--- src/rtl/sha256_msg_schedule_if.sv ---
// rtl/sha256_msg_schedule_if.sv - load/schedule-word bus between a SHA-256 message source, the scheduler and its consumer
interface sha256_msg_schedule_if;
    logic        start;
    logic        load_valid;
    logic [31:0] load_word;
    logic        load_ready;
    logic        w_valid;
    logic [31:0] w_data;
    logic [5:0]  w_index;
    logic        w_ready;
    logic        busy;
    logic        done;

    modport slave (
        input  start, load_valid, load_word, w_ready,
        output load_ready, w_valid, w_data, w_index, busy, done
    );

    modport master (
        output start, load_valid, load_word, w_ready,
        input  load_ready, w_valid, w_data, w_index, busy, done
    );
endinterface

--- src/rtl/sha256_msg_schedule.sv ---
// rtl/sha256_msg_schedule.sv - SHA-256 message schedule W[0..63] from one 16-word block, 16-entry rolling buffer
module sha256_msg_schedule (
    input  logic                  clk,
    input  logic                  rst,
    sha256_msg_schedule_if.slave  bus
);
    localparam logic [1:0] S_IDLE   = 2'd0;
    localparam logic [1:0] S_LOAD   = 2'd1;
    localparam logic [1:0] S_EXPAND = 2'd2;

    logic [1:0]  state_q, state_d;
    logic [3:0]  cnt_q, cnt_d;
    logic [5:0]  t_q, t_d;
    logic        done_q, done_d;
    logic [31:0] buf_q [16];

    function automatic logic [31:0] sigma0(input logic [31:0] x);
        return {x[6:0], x[31:7]} ^ {x[17:0], x[31:18]} ^ (x >> 3);
    endfunction

    function automatic logic [31:0] sigma1(input logic [31:0] x);
        return {x[16:0], x[31:17]} ^ {x[18:0], x[31:19]} ^ (x >> 10);
    endfunction

    logic        expanding;
    logic        load_fire;
    logic        w_fire;
    logic [3:0]  slot;
    logic [3:0]  idx_m2, idx_m7, idx_m15;
    logic [31:0] w_calc;
    logic [31:0] w_word;

    // The buffer holds W[t-16..t-1]; 4-bit slot arithmetic gives the circular wrap for free.
    assign slot      = t_q[3:0];
    assign idx_m2    = slot + 4'd14;
    assign idx_m7    = slot + 4'd9;
    assign idx_m15   = slot + 4'd1;
    assign w_calc    = sigma1(buf_q[idx_m2]) + buf_q[idx_m7] + sigma0(buf_q[idx_m15]) + buf_q[slot];
    assign w_word    = (t_q < 6'd16) ? buf_q[slot] : w_calc;

    assign expanding = (state_q == S_EXPAND);
    assign load_fire = (state_q == S_LOAD) && bus.load_valid;
    assign w_fire    = expanding && bus.w_ready;

    assign bus.load_ready = (state_q == S_LOAD);
    assign bus.w_valid    = expanding;
    assign bus.w_data     = expanding ? w_word : 32'd0;
    assign bus.w_index    = expanding ? t_q : 6'd0;
    assign bus.busy       = (state_q != S_IDLE);
    assign bus.done       = done_q;

    always_comb begin
        state_d = state_q;
        cnt_d   = cnt_q;
        t_d     = t_q;
        done_d  = 1'b0;
        case (state_q)
            S_IDLE: begin
                if (bus.start) begin
                    state_d = S_LOAD;
                    cnt_d   = 4'd0;
                end
            end
            S_LOAD: begin
                if (bus.load_valid) begin
                    cnt_d = cnt_q + 4'd1;
                    if (cnt_q == 4'd15) begin
                        state_d = S_EXPAND;
                        t_d     = 6'd0;
                    end
                end
            end
            S_EXPAND: begin
                if (bus.w_ready) begin
                    if (t_q == 6'd63) begin
                        state_d = S_IDLE;
                        t_d     = 6'd0;
                        done_d  = 1'b1;
                    end else begin
                        t_d = t_q + 6'd1;
                    end
                end
            end
            default: state_d = S_IDLE;
        endcase
    end

    always_ff @(posedge clk or posedge rst) begin
        if (rst) begin
            state_q <= S_IDLE;
            cnt_q   <= 4'd0;
            t_q     <= 6'd0;
            done_q  <= 1'b0;
        end else begin
            state_q <= state_d;
            cnt_q   <= cnt_d;
            t_q     <= t_d;
            done_q  <= done_d;
        end
    end

    // Buffer is data-only storage; reset leaves it untouched since every block reloads all 16 slots.
    always_ff @(posedge clk) begin
        if (load_fire) begin
            buf_q[cnt_q] <= bus.load_word;
        end else if (w_fire && (t_q[5:4] != 2'b00)) begin
            buf_q[slot] <= w_word;
        end
    end
endmodule

--- src/flat_wrapper.sv ---
// flat-port wrapper written by rule: the top's interface ports become plain ports
module sha256_msg_schedule_flat 
  (clk, rst, bus_start, bus_load_valid, bus_load_word, bus_w_ready, bus_load_ready, bus_w_valid, bus_w_data, bus_w_index, bus_busy, bus_done);
  sha256_msg_schedule_if bus_i ();
  input  logic clk;
  input  logic rst;
  input wire logic [$bits(bus_i.start)-1:0] bus_start;
  input wire logic [$bits(bus_i.load_valid)-1:0] bus_load_valid;
  input wire logic [$bits(bus_i.load_word)-1:0] bus_load_word;
  input wire logic [$bits(bus_i.w_ready)-1:0] bus_w_ready;
  output wire logic [$bits(bus_i.load_ready)-1:0] bus_load_ready;
  output wire logic [$bits(bus_i.w_valid)-1:0] bus_w_valid;
  output wire logic [$bits(bus_i.w_data)-1:0] bus_w_data;
  output wire logic [$bits(bus_i.w_index)-1:0] bus_w_index;
  output wire logic [$bits(bus_i.busy)-1:0] bus_busy;
  output wire logic [$bits(bus_i.done)-1:0] bus_done;
  assign bus_i.start = bus_start;
  assign bus_i.load_valid = bus_load_valid;
  assign bus_i.load_word = bus_load_word;
  assign bus_i.w_ready = bus_w_ready;
  assign bus_load_ready = bus_i.load_ready;
  assign bus_w_valid = bus_i.w_valid;
  assign bus_w_data = bus_i.w_data;
  assign bus_w_index = bus_i.w_index;
  assign bus_busy = bus_i.busy;
  assign bus_done = bus_i.done;
  sha256_msg_schedule u_core (.clk(clk), .rst(rst), .bus(bus_i));
endmodule
--- config.mk ---
export PLATFORM = sky130hd
export DESIGN_NAME = sha256_msg_schedule_flat
export DESIGN_NICKNAME = d
export VERILOG_FILES = /design/src/rtl/sha256_msg_schedule_if.sv /design/src/rtl/sha256_msg_schedule.sv /design/src/flat_wrapper.sv
export SDC_FILE = /design/constraint.sdc
export NUM_CORES = 1
export LEC_CHECK = 0
export CAP_MARGIN = 20
export CORE_MARGIN = 8
export CORE_UTILIZATION = 45
export DETAILED_ROUTE_END_ITERATION = 8
export PLACE_DENSITY = 0.68
export SLEW_MARGIN = 20
export SYNTH_ARGS = -nofsm -noshare
export SYNTH_HDL_FRONTEND = slang
export SYNTH_SLANG_ARGS = --single-unit
--- constraint.sdc ---
create_clock -name clk -period 10.96 [get_ports clk]
set_clock_uncertainty 0.05 [all_clocks]
set_input_delay 1.644 -clock clk [delete_from_list [all_inputs] [get_ports clk]]
set_output_delay 1.644 -clock clk [all_outputs]
set_load 0.02 [all_outputs]
; ---- Yosys cells after proc, flatten, opt, wreduce, memory -nomap -nowiden
; Memories as Yosys holds them, arrays and structs flattened.
; Cells that the tools add are included.
[totals]
ff_bits = 13
mem_count = 1
ramBits = 512
output_inout_bits = 42
wordCells = 67
inputBits = 37
[classes]
eq_ne = 9
n_addsub = 8
mux = 28
n_bitwise = 4
reduce_logical = 12
n_lt_le_gt_ge = 1
[memory_table]
columns = memory, words, word_bits, rd, rd_ports_with_merged_regs, wr, line_no
row1 = u_core.buf_q, 16, 32, 4, 0, 1, sha256_msg_schedule.sv:15  ; logic [31:0] buf_q [16];
[ops]
columns = op, count
row1 = 32-bit adder, 3
row2 = 32-bit two-way mux, 3
row3 = 32-bit XOR, 2
row4 = 32-bit OR reduction, 1
row5 = 32-bit by 22-bit XOR with 32-bit output, 1
row6 = 32-bit by 29-bit XOR with 32-bit output, 1
row7 = 6-bit two-way mux, 5
row8 = 4-bit two-way mux, 3
row9 = 6-bit case mux with 2 select lines, 1
row10 = 2-bit two-way mux, 5
row11 = 1-bit two-way mux, 9
row12 = "4-bit by 1-bit adder with 4-bit output, second input constant", 2
row13 = "4-bit adder, second input constant", 2
row14 = "2-bit inequality test, second input constant", 4
row15 = 4-bit case mux with 2 select lines, 1
row16 = 2-bit nonzero test, 4
row17 = "6-bit by 1-bit adder with 6-bit output, second input constant", 1
row18 = "6-bit == test, second input constant", 1
row19 = "6-bit by 5-bit < comparator with 1-bit output, second input constant", 1
row20 = 2-bit case mux with 3 select lines, 1
row21 = 5-bit AND reduction, 1
row22 = "4-bit == test, second input constant", 1
row23 = 4-bit AND reduction, 1
row24 = 1-bit logical AND, 3
row25 = other kinds (5), 5

; ---- Depth between registers and ports, before layout
; An unclocked memory read counts as a cell.
[logic_depth]
depth_word = 9
mapped_depth = 28
depth_no_buf = 23

; ---- Worst setup path after synthesis
; Ideal clock, no wire load.
[synth_timing]
kind = flip-flop to output port
startpoint = register u_core.t_q[1]
endpoint = output bus_w_data[27]
path_slack_ns = 1.726
stages_incl_launch_ff = 28
t_arrival_ns = 7.540
required_ns = 9.266
cell_sequence = dfrtp_1 -> buf_2 -> buf_2 -> buf_2 -> clkbuf_1 -> clkbuf_1 -> inv_1 -> ha_1 -> xor2_4 -> buf_1 -> mux4_2 -> xnor2_1 -> xnor2_1 -> fa_1 -> inv_1 -> fa_1 -> inv_1 -> ha_1 -> inv_1 -> fa_1 -> nor2b_1 -> o2111ai_1 -> a2111oi_0 -> nor2_1 -> a2bb2oi_1 -> a2bb2oi_1 -> xnor2_1 -> a211oi_1
[synth_between]
elab_chain_cells = 9
word_cells_on_any_way = 14
cone_classes = add/sub: 6 / order compare: 1 / mux: 2 / bitwise: 4 / memory: 1
[synth_lines]
columns = element, line_no
row1 = "start, declared", sha256_msg_schedule.sv:13  ; logic [5:0] t_q, t_d;
row2 = "start signal, assigned", sha256_msg_schedule.sv:97  ; t_q <= t_d;
row3 = 4-bit adder, sha256_msg_schedule.sv:35  ; assign idx_m2 = slot + 4'd14;
row4 = memory read 16 x 32 bit, --
row5 = 32-bit XOR, sha256_msg_schedule.sv:22  ; return {x[16:0], x[31:17]} ^ {x[18:0], x[31:19]} ^ (x >> 10);
row6 = 32-bit by 22-bit XOR with 32-bit output, sha256_msg_schedule.sv:22
row7 = 32-bit adder (3 in a row), sha256_msg_schedule.sv:38  ; assign w_calc = sigma1(buf_q[idx_m2]) + buf_q[idx_m7] + sigma0(buf_q[idx_m15]) + buf_q[slot];
row8 = 32-bit two-way mux (*), sha256_msg_schedule.sv:39  ; assign w_word = (t_q < 6'd16) ? buf_q[slot] : w_calc;
row9 = 32-bit two-way mux (*), sha256_msg_schedule.sv:47  ; assign bus.w_data = expanding ? w_word : 32'd0;
row10 = "end, declared", flat_wrapper.sv:13  ; output wire logic [$bits(bus_i.w_data)-1:0] bus_w_data;
; Every way passes the cells marked *; elsewhere a longest branch is shown, timed or not.

; ---- Worst setup path after layout
[layout_timing]
startpoint = register u_core.t_q[0]
endpoint = output bus_w_data[30]
; The elaborated chain is that of the path after synthesis.

==> flow_results.xml <==
<?xml version="1.0" encoding="UTF-8"?>
<metrics>
  <group name="clock_network">
    <metric name="root_buffer" unit="">sky130_fd_sc_hd__clkbuf_16</metric>
    <metric name="cts_inserted_buffers" unit="">56</metric>
    <metric name="post_cts_buffers" unit="">0</metric>
    <metric name="cts.clk_slew.worst_paths" unit="ns">0.06</metric>
    <metric name="clock_sinks" unit="">525</metric>
    <metric name="htree_levels" unit="">2</metric>
    <metric name="cts_tree" unit="">done</metric>
    <metric name="worstSkewPairLatency" unit="ns">0.63</metric>
    <metric name="cts-root-to-sink-buffers" unit="">3</metric>
  </group>
  <group name="floorplanning">
    <metric name="core" unit="mm^2">0.07395</metric>
    <metric name="floorplan.die.height" unit="um">288.4</metric>
    <metric name="io_pins" unit="">79</metric>
    <metric name="row_count" unit="">100</metric>
    <metric name="starting_density" unit="%">45.17</metric>
    <metric name="die_area" unit="mm^2">0.08319</metric>
    <metric name="die_w" unit="um">288.4</metric>
  </group>
  <group name="logic_synthesis">
    <metric name="ys_ff_latch" unit="">525</metric>
    <metric name="synth.yosys.seq_area_share" unit="%">47.01</metric>
    <metric name="synth-compound-area-share" unit="%">2.810</metric>
    <metric name="synth.net_count" unit="">2036</metric>
    <metric name="synthAdderAreaFrac" unit="%">5.027</metric>
    <metric name="synthesis.area_per_instance" unit="um^2">17.56</metric>
    <metric name="synth_enable_flop_cells" unit="">512</metric>
    <metric name="synthFlopType" unit="">sky130_fd_sc_hd__edfxtp_1</metric>
    <metric name="area_fraction_of_the_dominant_cell_type_after_synthesis" unit="%">46.03</metric>
    <metric name="post_synth_top_area_cell" unit="">sky130_fd_sc_hd__edfxtp_1</metric>
    <metric name="synth-xor-area-share" unit="%">4.267</metric>
    <metric name="netlist-cell-type-count" unit="">57</metric>
    <metric name="ys_top_cells_by_area" unit="">sky130_fd_sc_hd__edfxtp_1, sky130_fd_sc_hd__mux4_2, sky130_fd_sc_hd__fa_1</metric>
    <metric name="syn_inst" unit="">1902</metric>
    <metric name="ys.warnings.count" unit="">0</metric>
    <metric name="dominant_combinational_cell_family_by_area_after_synthesis" unit="">multiplexers</metric>
    <metric name="ys_async_sr_fraction" unit="%">2.476</metric>
    <metric name="yosys.area_share.simple" unit="%">2.506</metric>
    <metric name="syn_area" unit="mm^2">0.03340</metric>
    <metric name="synth.mux.area_fraction" unit="%">35.32</metric>
  </group>
  <group name="route">
    <metric name="routed_wl" unit="um">103900</metric>
    <metric name="post_drt_wl_per_cell" unit="um">34.87</metric>
    <metric name="drt_first_pass_iters" unit="">7</metric>
    <metric name="routed_via_density" unit="">7.042</metric>
    <metric name="postRouteAntennaNets" unit="">0</metric>
    <metric name="drcViolationCount" unit="">0</metric>
    <metric name="vias" unit="">20980</metric>
    <metric name="drt_iter0_drcs" unit="">3244</metric>
  </group>
  <group name="global_route">
    <metric name="global_route.overflow_total" unit="">0</metric>
    <metric name="global_route_wire_length_before_repair" unit="um">150200</metric>
    <metric name="grt_start_max_net_pins" unit="">135</metric>
    <metric name="grtUsageTotal" unit="%">25.00</metric>
    <metric name="number_of_antenna_violations_at_the_first_check_in_global_routing" unit="">1</metric>
    <metric name="via_count_of_the_first_global_routing_pass" unit="">20910</metric>
  </group>
  <group name="timing">
    <metric name="report.final.setup_viol" unit="">0</metric>
    <metric name="layout_worst_path_cycle_share" unit="%">97.05</metric>
    <metric name="report.final.slew_viol_count" unit="">0</metric>
    <metric name="setup_total_negative_slack" unit="ns">0</metric>
    <metric name="finalWorstPathRequiredPeriod" unit="ns">10.64</metric>
    <metric name="transition_time_at_the_pin_with_the_least_slew_margin" unit="ns">1.047</metric>
    <metric name="relSlewSlack" unit="%">30.20</metric>
    <metric name="finalHoldViolCount" unit="">0</metric>
    <metric name="timing.fmax" unit="MHz">94.01</metric>
    <metric name="rsz0062_at_grt" unit="">no</metric>
  </group>
  <group name="setup_path">
    <metric name="worstReg2RegStart" unit="">u_core.t_q[0]</metric>
    <metric name="startpoint_type" unit="">flop</metric>
    <metric name="critical_path_peak_fanout" unit="">35</metric>
    <metric name="worstPathRequired" unit="ns">9.27</metric>
    <metric name="endpoint_kind" unit="">output pin</metric>
    <metric name="cp_arrival" unit="ns">8.94</metric>
    <metric name="crit_type" unit="">reg -&gt; out</metric>
    <metric name="startpoint" unit="">u_core.t_q[0]</metric>
  </group>
  <group name="layout">
    <metric name="area_growth_from_synthesis_to_layout" unit="%">11.77</metric>
    <metric name="drive_above_1_share" unit="%">35.27</metric>
    <metric name="finalNetCount" unit="">2100</metric>
    <metric name="multiInputGateArea" unit="mm^2">0.01686</metric>
    <metric name="num-fill-cells" unit="">5920</metric>
    <metric name="antenna-diode-count" unit="">0</metric>
    <metric name="seq_area" unit="mm^2">0.01571</metric>
  </group>
  <group name="hold_path">
    <metric name="timing.hold.worst.class" unit="">reg -&gt; reg</metric>
    <metric name="holdCritStartpoint" unit="">u_core.state_q[0]</metric>
  </group>
  <group name="outcome">
    <metric name="result_of_the_run" unit="">complete, no violations</metric>
  </group>
  <group name="placed_design">
    <metric name="place.detailed.hpwl" unit="um">69420</metric>
    <metric name="count_of_port_buffers_added_during_placement" unit="">78</metric>
    <metric name="gp_congestion" unit="">1.021</metric>
  </group>
  <group name="flow_run">
    <metric name="max_cap_viol_count" unit="">0</metric>
  </group>
</metrics>
==> placed cells by master, fill, tap and decap left out, types with 10 or more instances in the layout <==
master / Yosys / final
sky130_fd_sc_hd__mux2_2: 21 / 21
sky130_fd_sc_hd__o21ai_0: 25 / 25
sky130_fd_sc_hd__a21oi_1: 52 / 52
sky130_fd_sc_hd__a21o_1: 16 / 16
sky130_fd_sc_hd__clkbuf_16: 0 / 57
sky130_fd_sc_hd__mux4_2: 509 / 509
sky130_fd_sc_hd__dfrtp_1: 13 / 10
sky130_fd_sc_hd__nor2_4: 0 / 17
sky130_fd_sc_hd__clkdlybuf4s50_1: 0 / 78
sky130_fd_sc_hd__edfxtp_1: 512 / 512
sky130_fd_sc_hd__clkinv_2: 0 / 10
sky130_fd_sc_hd__fa_1: 62 / 62
sky130_fd_sc_hd__xnor2_1: 133 / 133
sky130_fd_sc_hd__inv_1: 109 / 109
sky130_fd_sc_hd__buf_4: 2 / 55
sky130_fd_sc_hd__clkbuf_1: 42 / 13
sky130_fd_sc_hd__ha_1: 35 / 33
sky130_fd_sc_hd__nor2_1: 55 / 37
sky130_fd_sc_hd__nand3_1: 10 / 10
sky130_fd_sc_hd__clkinv_1: 1 / 10
sky130_fd_sc_hd__nand2_1: 88 / 88
sky130_fd_sc_hd__xor2_1: 17 / 16
sky130_fd_sc_hd__nor3_1: 10 / 10
==> layer usage <==
metal	global-route usage [%]	wire length, um	up-vias
met3	4.412	10970	235
li1	-	-	8031
met4	8.859	4276	0
met2	40.12	50070	1553
met5	0	0	-
met1	34.45	38570	11160
==> worst max-delay path, cell delays in order, from the launching register on <==
cell and delay, ns:
sky130_fd_sc_hd__dfrtp_4 0.65, sky130_fd_sc_hd__ha_4 0.76, sky130_fd_sc_hd__buf_12 0.33, sky130_fd_sc_hd__mux4_2 0.58, sky130_fd_sc_hd__mux4_2 0.59, sky130_fd_sc_hd__xnor2_1 0.22
sky130_fd_sc_hd__xnor2_1 0.15, sky130_fd_sc_hd__fa_1 0.53, sky130_fd_sc_hd__inv_1 0.05, sky130_fd_sc_hd__fa_1 0.48, sky130_fd_sc_hd__inv_1 0.05, sky130_fd_sc_hd__ha_1 0.36
sky130_fd_sc_hd__a21oi_1 0.33, sky130_fd_sc_hd__o21ai_0 0.26, sky130_fd_sc_hd__a221oi_1 0.55, sky130_fd_sc_hd__nor3_1 0.13, sky130_fd_sc_hd__nor3_1 0.27, sky130_fd_sc_hd__a21oi_1 0.16
sky130_fd_sc_hd__o41ai_1 0.66, sky130_fd_sc_hd__nand3_1 0.18, sky130_fd_sc_hd__o211ai_1 0.27, sky130_fd_sc_hd__clkdlybuf4s50_1 0.70
==> cell type report <==
type	count	share of cell area [%]
inverter	111	1.116
clock buffer	70	3.952
multi-input combinational	1132	45.15
clock inverter	32	0.8580
tap	969	3.248
sequential	525	42.08
timing repair buffer	140	3.593
==> per-stage QoR <==
step	hold slack, ns	area (um^2)	util [%]	setup slack, ns	instances
detailed placement	0.4840	35530	48.04	0.8348	2877
finish	0.5094	37330	50.48	0.3233	2979
CTS	0.5069	37320	50.47	0.1581	2979
global placement	0.4665	35520	48.04	0.9880	2877
floorplan	0.4431	33400	-	1.726	1902
global route	0.5485	37330	50.48	0.03632	2979
==> cell families (layout without fill, tap and decap cells) <==
family                   after synthesis  count (layout)
AO/OA/AOI/OAI                        148             148
flip-flops                           525             525
buffers and inverters                245             353
XOR/XNOR                             155             155
multiplexers                         538             538
adder cells (fa/ha/maj)               97              97
AND/OR/NAND/NOR                      194             194
==> timing repair <==
action / in CTS / in global routing
hold buffers: 0 / 0
setup endpoints to repair: 0 / 3
resized for setup: 0 / 2
endpoints found under the hold margin: 0 / 0
==> synthesized netlist by cell type, types with 2 or more instances <==
master	instances
sky130_fd_sc_hd__xor2_1	17
sky130_fd_sc_hd__a2bb2oi_1	2
sky130_fd_sc_hd__xnor2_2	2
sky130_fd_sc_hd__or2_2	3
sky130_fd_sc_hd__buf_4	2
sky130_fd_sc_hd__nand2_1	88
sky130_fd_sc_hd__fa_1	62
sky130_fd_sc_hd__mux2_2	21
sky130_fd_sc_hd__o21ai_0	25
sky130_fd_sc_hd__nor2_1	55
sky130_fd_sc_hd__nand3_1	10
sky130_fd_sc_hd__buf_6	3
sky130_fd_sc_hd__dfrtp_1	13
sky130_fd_sc_hd__nand4_1	5
sky130_fd_sc_hd__o21a_1	4
sky130_fd_sc_hd__and3_1	7
sky130_fd_sc_hd__mux4_2	509
sky130_fd_sc_hd__buf_2	59
sky130_fd_sc_hd__mux2i_1	7
sky130_fd_sc_hd__nor3b_1	2
sky130_fd_sc_hd__a21oi_1	52
sky130_fd_sc_hd__clkbuf_1	42
sky130_fd_sc_hd__nor3_1	10
sky130_fd_sc_hd__a21o_1	16
sky130_fd_sc_hd__xnor2_1	133
sky130_fd_sc_hd__o21bai_1	6
sky130_fd_sc_hd__or3_1	2
sky130_fd_sc_hd__inv_1	109
sky130_fd_sc_hd__nand2b_1	2
sky130_fd_sc_hd__ha_1	35
sky130_fd_sc_hd__o41ai_1	2
sky130_fd_sc_hd__a211oi_1	6
sky130_fd_sc_hd__buf_1	28
sky130_fd_sc_hd__o31ai_1	3
sky130_fd_sc_hd__edfxtp_1	512
sky130_fd_sc_hd__o2111ai_1	2
sky130_fd_sc_hd__a22o_1	8
sky130_fd_sc_hd__a31oi_1	8
sky130_fd_sc_hd__xor2_4	2
sky130_fd_sc_hd__nor2b_1	3
sky130_fd_sc_hd__and2_1	5
sky130_fd_sc_hd__a211o_1	3
sky130_fd_sc_hd__a31o_2	2
sky130_fd_sc_hd__o211ai_1	2
==> state kept, by name, summed over array words and instances (netlist names) <==
signal           flops
u_core.buf_q       512
u_core.state_q       2
u_core.t_q           6
u_core.bus.done      1
u_core.cnt_q         4
==> path summary, 6_finish.rpt <==
| check | slack, ns | end | depth (start not counted) |
|---|---|---|---|
| worst max-delay path | 0.32 | bus_w_data[30] | 21 |
| worst min-delay path | 0.51 | u_core.state_q[0] | 1 |
| worst max register to register | 2.94 | u_core.buf_q[3][29] | 21 |
| worst min register to register | 0.51 | u_core.state_q[0] | 1 |
| max in group asynchronous | 9.13 | u_core.t_q[1] | 2 |
| min in group asynchronous | 1.32 | u_core.cnt_q[2] | 2 |
Power is left out: the tool's default activity adds up to more than one toggle a clock period on the data nets, which glitch-free logic cannot reach.
